File: src/rtl/time_pkg.sv
// Shared types, constants and the BCD conversion used by the time-unit counters.
package time_pkg;

  // Two-digit BCD value as presented to the display driver
  typedef struct packed {
    logic [3:0] tens;
    logic [3:0] ones;
  } bcd2_t;

  // Largest value that still fits into two BCD digits
  localparam int BCD_MAX = 99;

  // Split a binary value 0..99 into tens and ones digits
  function automatic bcd2_t bin_to_bcd2(input logic [6:0] bin);
    bcd2_t      r;
    logic [3:0] t;
    t      = 4'(bin / 7'd10);
    r.tens = t;
    r.ones = 4'(bin - (7'(t) * 7'd10));
    return r;
  endfunction

endpackage

File: src/rtl/bin2bcd99.sv
// Combinational binary (0..99) to two-digit BCD converter.
module bin2bcd99
  import time_pkg::*;
(
  input  logic [6:0] bin_i,
  output logic [3:0] tens_o,
  output logic [3:0] ones_o
);

  bcd2_t digits;

  // Convert via the shared package function so every user sees identical digits
  always_comb begin
    digits = bin_to_bcd2(bin_i);
    tens_o = digits.tens;
    ones_o = digits.ones;
  end

endmodule

File: src/rtl/mod_time_counter.sv
// Modulo time-unit counter with carry/borrow cascade, load, adjust and BCD output.
module mod_time_counter
  import time_pkg::*;
#(
  parameter int MIN_VAL = 0,
  parameter int MAX_VAL = 59,
  parameter int W       = $clog2(MAX_VAL + 1)
) (
  input  logic         clk,
  input  logic         clr,
  input  logic         time_in,
  input  logic         up,
  input  logic         load,
  input  logic [W-1:0] load_val,
  input  logic         adj,
  output logic [W-1:0] time_counter,
  output logic [3:0]   bcd_tens,
  output logic [3:0]   bcd_ones,
  output logic         time_out,
  output logic         load_err
);

  // Reject parameter sets that cannot be shown as two BCD digits
  if (!((MIN_VAL >= 0) && (MIN_VAL < MAX_VAL) && (MAX_VAL <= BCD_MAX))) begin : g_range_check
    $error("mod_time_counter: need 0 <= MIN_VAL < MAX_VAL <= 99");
  end
  if (W != $clog2(MAX_VAL + 1)) begin : g_width_check
    $error("mod_time_counter: W must not be overridden");
  end

  localparam logic [W-1:0] MIN_W   = W'(MIN_VAL);
  localparam logic [W-1:0] MAX_W   = W'(MAX_VAL);
  localparam bcd2_t        RST_BCD = bin_to_bcd2(7'(MIN_VAL));

  logic [W-1:0] count_q, count_d;
  logic [3:0]   tens_q, tens_d;
  logic [3:0]   ones_q, ones_d;
  logic         time_out_q, time_out_d;
  logic         load_err_q, load_err_d;
  logic         in_range;

  // Next-state: load beats adj beats time_in; only a time_in wrap carries out
  always_comb begin
    count_d    = count_q;
    time_out_d = 1'b0;
    load_err_d = 1'b0;
    in_range   = (int'(count_q) >= MIN_VAL) && (int'(count_q) <= MAX_VAL);
    if (load) begin
      if ((int'(load_val) >= MIN_VAL) && (int'(load_val) <= MAX_VAL)) begin
        count_d = load_val;
      end else begin
        load_err_d = 1'b1;
      end
    end else if (adj || time_in) begin
      if (!in_range) begin
        count_d = MIN_W;
      end else if (up) begin
        if (count_q == MAX_W) begin
          count_d    = MIN_W;
          time_out_d = !adj;
        end else begin
          count_d = count_q + W'(1);
        end
      end else begin
        if (count_q == MIN_W) begin
          count_d    = MAX_W;
          time_out_d = !adj;
        end else begin
          count_d = count_q - W'(1);
        end
      end
    end
  end

  // Digits come from the next-state value so they register alongside the count
  bin2bcd99 u_bcd (
    .bin_i  (7'(count_d)),
    .tens_o (tens_d),
    .ones_o (ones_d)
  );

  // State and registered pulse outputs
  always_ff @(posedge clk or posedge clr) begin
    if (clr) begin
      count_q    <= MIN_W;
      tens_q     <= RST_BCD.tens;
      ones_q     <= RST_BCD.ones;
      time_out_q <= 1'b0;
      load_err_q <= 1'b0;
    end else begin
      count_q    <= count_d;
      tens_q     <= tens_d;
      ones_q     <= ones_d;
      time_out_q <= time_out_d;
      load_err_q <= load_err_d;
    end
  end

  assign time_counter = count_q;
  assign bcd_tens     = tens_q;
  assign bcd_ones     = ones_q;
  assign time_out     = time_out_q;
  assign load_err     = load_err_q;

endmodule
File: config.mk
export PLATFORM = sky130hd
export DESIGN_NAME = mod_time_counter
export DESIGN_NICKNAME = d
export VERILOG_FILES = /design/src/rtl/time_pkg.sv /design/src/rtl/bin2bcd99.sv /design/src/rtl/mod_time_counter.sv
export SDC_FILE = /design/constraint.sdc
export NUM_CORES = 1
export LEC_CHECK = 0
export CAP_MARGIN = 10
export CORE_ASPECT_RATIO = 1.4
export CORE_MARGIN = 2
export CORE_UTILIZATION = 51
export CTS_CLUSTER_SIZE = 28
export DETAILED_ROUTE_END_ITERATION = 8
export GPL_ROUTABILITY_DRIVEN = 0
export PLACE_DENSITY = 0.8
export SLEW_MARGIN = 20
export SYNTH_ARGS = -nofsm -noshare
export SYNTH_HDL_FRONTEND = slang
export SYNTH_SLANG_ARGS = --single-unit
File: constraint.sdc
create_clock -name clk -period 6 [get_ports clk]
set_input_delay 0.6 -clock clk [delete_from_list [all_inputs] [get_ports clk]]
set_output_delay 0.6 -clock clk [all_outputs]
set_load 0.01 [all_outputs]
Yosys cells after proc, flatten, opt, wreduce, memory -nomap -nowiden
Index checks and enable logic that the tools add are counted.
W data, S select, Z words.
{"block": "word_totals", "ff_bits": 16, "mem_bits_rw": 0, "in_bits": 12, "romBits": 0, "elab_cells": 31, "mem_count": 0, "out_inout_bits": 16, "latchBits": 0}
{"block": "classes", "n_addsub": 3, "div": 1, "multipliers": 1, "shift": 0, "bitwise": 0, "magnitude_cmp": 2, "n_mux": 15, "n_eq_ne": 1, "n_reduce_logical": 3}
{"operator": "$mux W6", "count": 7}
{"operator": "$le A6 B6 Y1 const B", "count": 2}
{"operator": "$mux W1", "count": 8}
{"operator": "$div A6 B4 Y7 const B", "count": 1}
{"operator": "$add A6 B1 Y6 const B", "count": 1}
{"operator": "$eq A6 B6 Y1 const B", "count": 1}
{"operator": "$logic_not A6 Y1", "count": 1}
{"operator": "$sub A6 B1 Y6 const B", "count": 1}
{"operator": "$mul A4 B3 Y3 const B", "count": 1}
{"operator": "$sub A4 B4 Y4", "count": 1}
{"operator": "$logic_not A1 Y1", "count": 1}
{"operator": "$logic_or A1 B1 Y1", "count": 1}

Logic depth before layout (Yosys ltp)
Gate-level depths: netlist of the first run.
{"block": "logic_depth", "ltp_word": 9, "mapped_depth": 21, "depth_no_buf": 21}

Cells and area by module
A second synthesis of the first run with hierarchy kept.
{"block": "hier_totals", "cells_unflattened": 168, "hier_area_um2": 1372.6}
{"module": "mod_time_counter", "cells_each": 114, "instances": 1, "seq_area_each_um2": 400.4, "area_per_inst_um2": 975.9}
{"module": "bin2bcd99", "cells_each": 54, "instances": 1, "seq_area_each_um2": 0.0, "area_per_inst_um2": 396.6}

Worst setup path before layout of the first run
OpenSTA, ideal clock, no wires.
{"block": "synth_timing", "path_type": "register to register", "from": "reg, netlist name bcd_ones[0]", "to": "reg ones_q[3], in the netlist bcd_ones[3]", "t_arrival_ps": 4330, "setup_slack_ps": 1590, "stages_incl_launch_ff": 22, "required_time_ps": 5920, "path_buffers": 1, "period_less_slack_ps": 4410, "setup_ps": 80, "path_cell_list": "dfrtp_1 ha_1 mux2i_1 a21oi_1 o41ai_1 o211a_2 buf_2 ha_1 inv_1 a21oi_1 nor2b_1 a211oi_1 o21ba_1 ha_1 a32o_1 a21oi_1 o311ai_1 a32oi_2 ha_1 fa_1 xor2_1 xnor2_1"}
{"element": "to (signal assigned)", "line": "mod_time_counter.sv:87", "text": "ones_q <= RST_BCD.ones;"}
{"element": "to (signal assigned)", "line": "mod_time_counter.sv:93", "text": "ones_q <= ones_d;"}
{"element": "to (decl)", "line": "mod_time_counter.sv:37", "text": "logic [3:0] ones_q, ones_d;"}

Worst setup path in the final report of the first run
{"block": "layout_timing", "from": "in up", "to": "reg ones_q[3], in the netlist bcd_ones[3]"}
{"block": "layout_via", "elab_chain_cells": 7}
{"element": "from (decl)", "line": "mod_time_counter.sv:12", "text": "input logic up,"}
{"element": "$mux W6", "line": "mod_time_counter.sv:57", "text": "end else if (up) begin"}
{"element": "$mux W6", "line": "mod_time_counter.sv:55", "text": "if (!in_range) begin"}
{"element": "$mux W6", "line": "mod_time_counter.sv:54", "text": "end else if (adj || time_in) begin"}
{"element": "$mux W6", "line": "mod_time_counter.sv:48", "text": "if (load) begin"}
{"element": "$div A6 B4 Y7", "line": "time_pkg.sv:17", "text": "t = 4'(bin / 7'd10);"}
{"element": "via tens_d[0]", "line": "mod_time_counter.sv:36", "text": "logic [3:0] tens_q, tens_d;"}
{"element": "$mul A4 B3 Y3", "line": "time_pkg.sv:19", "text": "r.ones = 4'(bin - (7'(t) * 7'd10));"}
{"element": "$sub A4 B4 Y4", "line": "time_pkg.sv:19"}
{"element": "via ones_d[3]", "line": "mod_time_counter.sv:37"}
The timed path passes the listed nets, and every way through them passes these cells.

==> results of run 1 <==
## routing by layer
| metal | up-vias | GRT usage [%] |
|---|---|---|
| met5 | - | 0 |
| met4 | 0 | 10.8 |
| met3 | 8 | 1.41 |
| met2 | 53 | 43.0 |
| met1 | 607 | 30.7 |
| li1 | 630 | - |
## per-stage QoR
step	std cells	hold WS [ns]	area, um^2	utilization (%)	setup slack [ns]
5_1_grt	217	0.680	1610	66.0	0.465
6_report	217	0.658	1610	66.0	0.814
3_5_place_dp	213	0.821	1580	64.5	0.591
2_1_floorplan	162	0.489	1330	-	1.59
3_3_place_gp	213	0.764	1580	64.5	0.830
4_1_cts	217	0.671	1610	66.0	0.877
## cell usage in the layout, fill, tap and decap left out, types with 3 or more instances in the layout
cell type        synthesis  final
nor2b_1                  4      4
inv_2                    4      4
nand2_1                 16     16
nand4b_1                 3      3
mux2i_1                  3      3
ha_1                     6      6
and2_1                   3      3
nor3_1                   4      4
inv_1                    9      9
a21oi_1                 12     12
nor2_1                  16     16
clkdlybuf4s50_1          0     26
o21ai_0                  4      4
nand4_1                  3      3
dfrtp_1                 14     14
o21ai_1                  3      3
clkbuf_4                 0      3
## synth_stat cells (2+ instances only)
master,count,area share [%]
inv_1,9,2.5
dfrtp_1,14,26
o31ai_1,2,1.1
xnor2_1,2,1.3
nand4_1,3,1.4
buf_2,4,1.5
nor2b_1,4,1.9
inv_2,4,1.1
and3_1,2,0.94
a31oi_1,2,0.94
mux2i_1,3,2.3
or2_1,2,0.94
xor2_1,2,1.3
nor2_1,16,4.5
nor3_1,4,1.5
o21ai_0,4,1.5
nand4b_1,3,2.0
nand2_1,16,4.5
and2_1,3,1.4
a211oi_1,2,1.1
ha_1,6,5.6
o22ai_1,2,0.94
buf_4,2,1.1
o21ai_1,3,1.1
nand3_1,2,0.75
a21oi_1,12,4.5
nand2_2,2,0.94
a221o_1,2,1.5
## layout make-up
type / count / area (um^2) / area share (%)
Sequential cell: 14 / 350 / 21.7
Inverter: 13 / 48.8 / 3.03
Timing Repair Buffer: 26 / 260 / 16.1
Multi-Input combinational cell: 126 / 875 / 54.2
Tap cell: 34 / 42.5 / 2.64
Clock buffer: 4 / 36.3 / 2.25
## state kept, by name, indices dropped and copies added (netlist names)
signal        count
time_out          1
time_counter      5
load_err          1
bcd_tens          3
bcd_ones          4
## how the worst max path moves through the flow
| stage | start | to | slack, ns | depth (start not counted) |
|---|---|---|---|---|
| after floorplan | bcd_ones[0] | bcd_ones[3] | 1.59 | 21 |
| after global routing | up | bcd_ones[3] | 0.47 | 20 |
| after detailed placement | up | bcd_ones[3] | 0.59 | 20 |
| after CTS | up | bcd_ones[3] | 0.88 | 20 |
| final | up | bcd_ones[3] | 0.81 | 20 |
| after global placement | up | bcd_ones[3] | 0.83 | 20 |
## cells by family (layout without fill, tap and decap cells)
| logic type | count (synthesis) | in the layout |
|---|---|---|
| AO/OA/AOI/OAI | 48 | 48 |
| XOR/XNOR | 4 | 4 |
| adder cells (fa/ha/maj) | 7 | 7 |
| buffers and inverters | 22 | 43 |
| flip-flops | 14 | 14 |
| multiplexers | 3 | 3 |
| other | 1 | 1 |
| AND/OR/NAND/NOR | 63 | 63 |
## where the power goes
part	internal, mW	total, mW	switching [mW]
clock	0.0369	0.0658	0.0289
combinational	0.141	0.294	0.153
sequential	0.122	0.153	0.0319
==> results.toml, run 1 <==
[final_layout]
num_antenna_cells = 0
nets = 203
drive_gt1_share_pct = 9.84
fillCellCount = 204
area_delta_synth_final_pct = 21.4

[sta]
finalCriticalPeriod_ns = 5.19
drv_slew = 0
hold_viol = 0
finalSetupTns_ns = 0
worst_pin_slew_ns = 0.684
fmax_ghz = 0.193
period_share_pct = 86.4
setup_violations = 0
finalClockSkew_ns = 0.00124
rsz0062_at_grt = "no"
slew_headroom_pct = 54.3

[floorplanning]
start_util_pct = 54.4
die-area_mm2 = 0.00304
std_cell_rows = 21
ios = 28
fp.dieH_um = 64.4
coreArea_mm2 = 0.00244
die_w_um = 47.1

[logic_synthesis]
synthMuxAreaShare_pct = 2.26
synthDistinctLibCells = 58
synth_top_family_by_area = "compound AO/OA/AOI/OAI gates"
synth-seq-cells = 14
ys_seq_area_share_pct = 26.4
syn_area_mm2 = 0.00133
synth-main-ff-cell = "dfrtp_1"
syn_inst = 162
synth_xor_area_share_pct = 2.64
ys_warn_count = 0
syn_nets = 181
synthSimpleGateAreaFrac_pct = 25.0
syn_avg_cell_area_um2 = 8.20
synth_edf_count = 0
synth_compound_area_share_pct = 28.5
async_reset_ff_share_pct = 100
synth_adder_area_share_pct = 7.16

[run_status]
status = "finished clean"

[routing]
dr.pass1.iters = 4
route.met3.wl_um = 108
met1Wirelength_mm = 1.33
drcViolationCount = 0
dr_wl_met2_mm = 1.86
antenna_left = 0
wire_per_inst_um = 15.5
wirelength_mm = 3.37
drtIter0Drc = 80
vias = 1298
viasPerCell = 5.98
top_layer_used = "met4"

[job]
max-cap-violations = 0

[critical_path]
r2r-start = "bcd_ones[0]"
reg2reg_depth = 20
reg2reg_slack_ns = 0.93
cp_common_cell = "ha_1"
cp_max_fo = 17
cp_cell_sequence = "clkdlybuf4s50_1 > mux2i_1 > a21oi_1 > o41ai_1 > o211a_2 > ha_1 > inv_1 > nand2_1 > o21ai_1 > a211oi_1 > o21ba_1 > ha_1 > a32o_1 > a21oi_1 > o311ai_1 > a32oi_2 > ha_1 > fa_1 > xor2_1 > xnor2_1"
critPathTopFamily = "compound AO/OA/AOI/OAI gates"
crit_buf_inv = 2
r2r_end = "bcd_ones[3]"
cp-start-kind = "primary input"
cp_slowest_stage_delay_ns = 0.64
cp-end-kind = "register"
crit_type = "in -> reg"
critPathRequiredTime_ns = 6.21
cp.arrival_ns = 5.39
critical-path-slowest-cell = "clkdlybuf4s50_1"

[placed_design]
place_hpwl_mm = 2.65
port_buffers = 26

[clock_tree]
tritoncts = "built"
numCtsBuffers = 3
ctsResizeCount = 0
clk_latency_ns = 0.27
path_clk_slew_ns = 0.08
htreeDepth = 1
cts_root_buf = "clkbuf_4"
hold_buffers = 0
clock_sinks = 14
post-cts-setup-buffers = 0
clk_path_buf_depth = 2

[grt]
grt_pass1_vias = 1270
gr-total-overflow = 0
grt_pass1_wl_mm = 5.69
antenna_found_initial = 0
grt_max_degree = 18
gr-usage-all-layers_pct = 25.1

[power_and_ir_drop]
peakVddDrop_v = 0.000305
powerDensity_mw_per_mm2 = 318
leakagePower_nw = 0.698
power_uw = 513

[worst_hold_path]
hp-class = "in -> async"
Power figures use the tool's default switching activity.
==> inputs of run 2 (changes only) <==
Settings changed: PLACE_DENSITY 0.8 to 0.79, SYNTH_HIERARCHICAL set to 1.
Clock period 6 ns to 4.8 ns, I/O delays scaled along.
==> results.toml, run 2 <==
[critical_path]
critical-path-slowest-cell = "dfrtp_1"
reg2reg_depth = 19
cp.arrival_ns = 4.32
cp-start-kind = "register"
cp_common_cell = "inv_1"
cp-end-kind = "register"
crit_type = "reg -> reg"
critPathRequiredTime_ns = 4.97
cp_cell_sequence = "inv_1 > ha_1 > nor3b_4 > o311a_1 > o2111ai_1 > o21ai_0 > inv_1 > a21oi_1 > a31o_2 > o21ai_1 > inv_1 > ha_1 > nand2_1 > a31o_1 > ha_1 > inv_1 > fa_1 > xnor2_2 > xnor2_1"
cp_slowest_stage_delay_ns = 0.54
cp_max_fo = 10

[logic_synthesis]
synthMostInstantiatedCell = "nor2_1"
synth_edf_count = 0
synth_top_area_share_pct = 29.2
syn_inst = 168
ys_warn_count = 6
yosys.area.top_type = "dfrtp_1"
ys_seq_area_share_pct = 29.2
synthDistinctLibCells = 52
async_reset_ff_share_pct = 100
syn_area_mm2 = 0.00137
syn_nets = 186
synthMuxAreaShare_pct = 2.19
synthSimpleGateAreaFrac_pct = 21.3
ys_top_cells_by_count = "nor2_1 (17), dfrtp_1 (16), a21oi_1 (14)"
synth-seq-cells = 16
synthTopCellsByArea = "dfrtp_1 (29%), a21oi_1 (5.1%), nor2_1 (4.6%), ha_1 (4.6%), nand3_1 (4.0%)"
synth_adder_area_share_pct = 6.75
synth-main-ff-cell = "dfrtp_1"
syn_avg_cell_area_um2 = 8.17
synth_xor_area_share_pct = 3.74
synth_top_family_by_area = "compound AO/OA/AOI/OAI gates"
synth_compound_area_share_pct = 27.1

[sta]
finalCriticalPeriod_ns = 4.14
hold_slack_ns = 0.546
fmax_ghz = 0.241
hold_viol = 0
finalSetupTns_ns = 0
drv_slew = 0
slew_headroom_pct = 60.9
period_share_pct = 86.3
worst_pin_slew_ns = 0.582
setup_violations = 0
setup_ws_ns = 0.657
rsz0062_at_grt = "no"
finalClockSkew_ns = 0.00326

[placed_design]
place_hpwl_mm = 2.28
placed_cell_area_mm2 = 0.00164
port_buffers = 27
pre_cts_ws_ns = 0.518

[final_layout]
largest_reg_flops = 6
num_antenna_cells = 0
regArea_um2 = 400
mostFrequentLayoutCell = "clkdlybuf4s50_1"
fillCellCount = 249
post-route-cell-area_mm2 = 0.00167
multiInputGateArea_um2 = 842
nets = 208
final_cell_mix = "clkdlybuf4s50_1 (27), nor2_1 (17), dfrtp_1 (16)"
drive_gt1_share_pct = 8.47
area_delta_synth_final_pct = 21.9

[grt]
gr-usage-all-layers_pct = 19.9
grt_max_degree = 19
grt_pass1_vias = 1114
antenna_found_initial = 0
grt_pass1_wl_mm = 4.57
gr-total-overflow = 0

[routing]
vias = 1277
wirelength_mm = 2.98
drtIter0Drc = 34
dr.pass1.iters = 4
viasPerCell = 5.68
antenna_left = 0
drcViolationCount = 0
wire_per_inst_um = 13.2

[floorplanning]
die-area_mm2 = 0.00313
ios = 28
std_cell_rows = 22
fp.dieH_um = 65.4
coreArea_mm2 = 0.00259
start_util_pct = 53.0
die_w_um = 47.8

[clock_tree]
tritoncts = "built"
ctsResizeCount = 0
cts_root_buf = "clkbuf_4"
clock_sinks = 16
hold_buffers = 0
htreeDepth = 1
path_clk_slew_ns = 0.09
post-cts-setup-buffers = 0
numCtsBuffers = 3
clk_path_buf_depth = 2
clk_latency_ns = 0.28

[run_status]
status = "finished clean"

[power_and_ir_drop]
power_uw = 610
peakVddDrop_v = 0.000288
leakagePower_nw = 0.678
powerDensity_mw_per_mm2 = 365

[job]
max-cap-violations = 0

[worst_hold_path]
hp-class = "in -> async"
run 2: worst max-delay path, delay by kind of cell (launching register included):
family                   cells  cell delay, ns
XOR/XNOR                     2            0.28
AO/OA/AOI/OAI                7            1.37
adder cells (fa/ha/maj)      4            1.11
buffers and inverters        4            0.51
AND/OR/NAND/NOR              2            0.23
flip-flops                   1            0.54
run 2: path summary, 6_finish.rpt:
path / from / end / slack (ns)
worst max-delay path: time_counter[0] / bcd_ones[3] / 0.66
worst min-delay path: clr / load_err / 0.55
worst max register to register: time_counter[0] / bcd_ones[3] / 0.66
worst min register to register: time_counter[0] / time_counter[0] / 0.75
max in group asynchronous: clr / time_counter[4] / 3.88
min in group clk: time_counter[0] / time_counter[0] / 0.75
run 2: final cells by class:
type | count | share of cell area (%)
inverter | 11 | 2.47
sequential | 16 | 23.9
tap | 36 | 2.69
clock buffer | 4 | 2.17
timing repair buffer | 32 | 18.4
multi-input combinational | 126 | 50.3
run 2: through the flow:
step / utilization, % / cells
global route: 64.7 / 225
floorplan: - / 168
detailed placement: 63.2 / 221
finish: 64.7 / 225
CTS: 64.7 / 225
global placement: 63.2 / 221
run 2: report_power, final:
group,total [mW],internal [mW],leakage [nW],switching (mW)
Clock,0.0856,0.0462,0.0210,0.0395
Combinational,0.317,0.165,0.459,0.152
Sequential,0.207,0.168,0.198,0.0390
run 2: cells by family after synthesis:
logic type      after synthesis
flops                        16
mux                           3
xor+xnor                      5
simple gates                 55
other cells                   1
compound gates               55
fa+ha+maj                     7
buf+inv                      26
run 2: per-layer routing:
| layer | share of wire (%) | global-route usage, % | wire length [um] |
|---|---|---|---|
| met4 | 1.8 | 8.78 | 53 |
| met5 | 0 | 0 | 0 |
| met1 | 41 | 22.8 | 1210 |
| met2 | 54 | 35.0 | 1610 |
| met3 | 3.4 | 2.20 | 101 |
==> inputs of run 3 (changes only) <==
Settings changed: CTS_CLUSTER_DIAMETER set to 30, SKIP_CTS_REPAIR_TIMING set to 1.
==> results of run 3 <==
The final DEF is identical to that of run 2; final timing and power are the same.
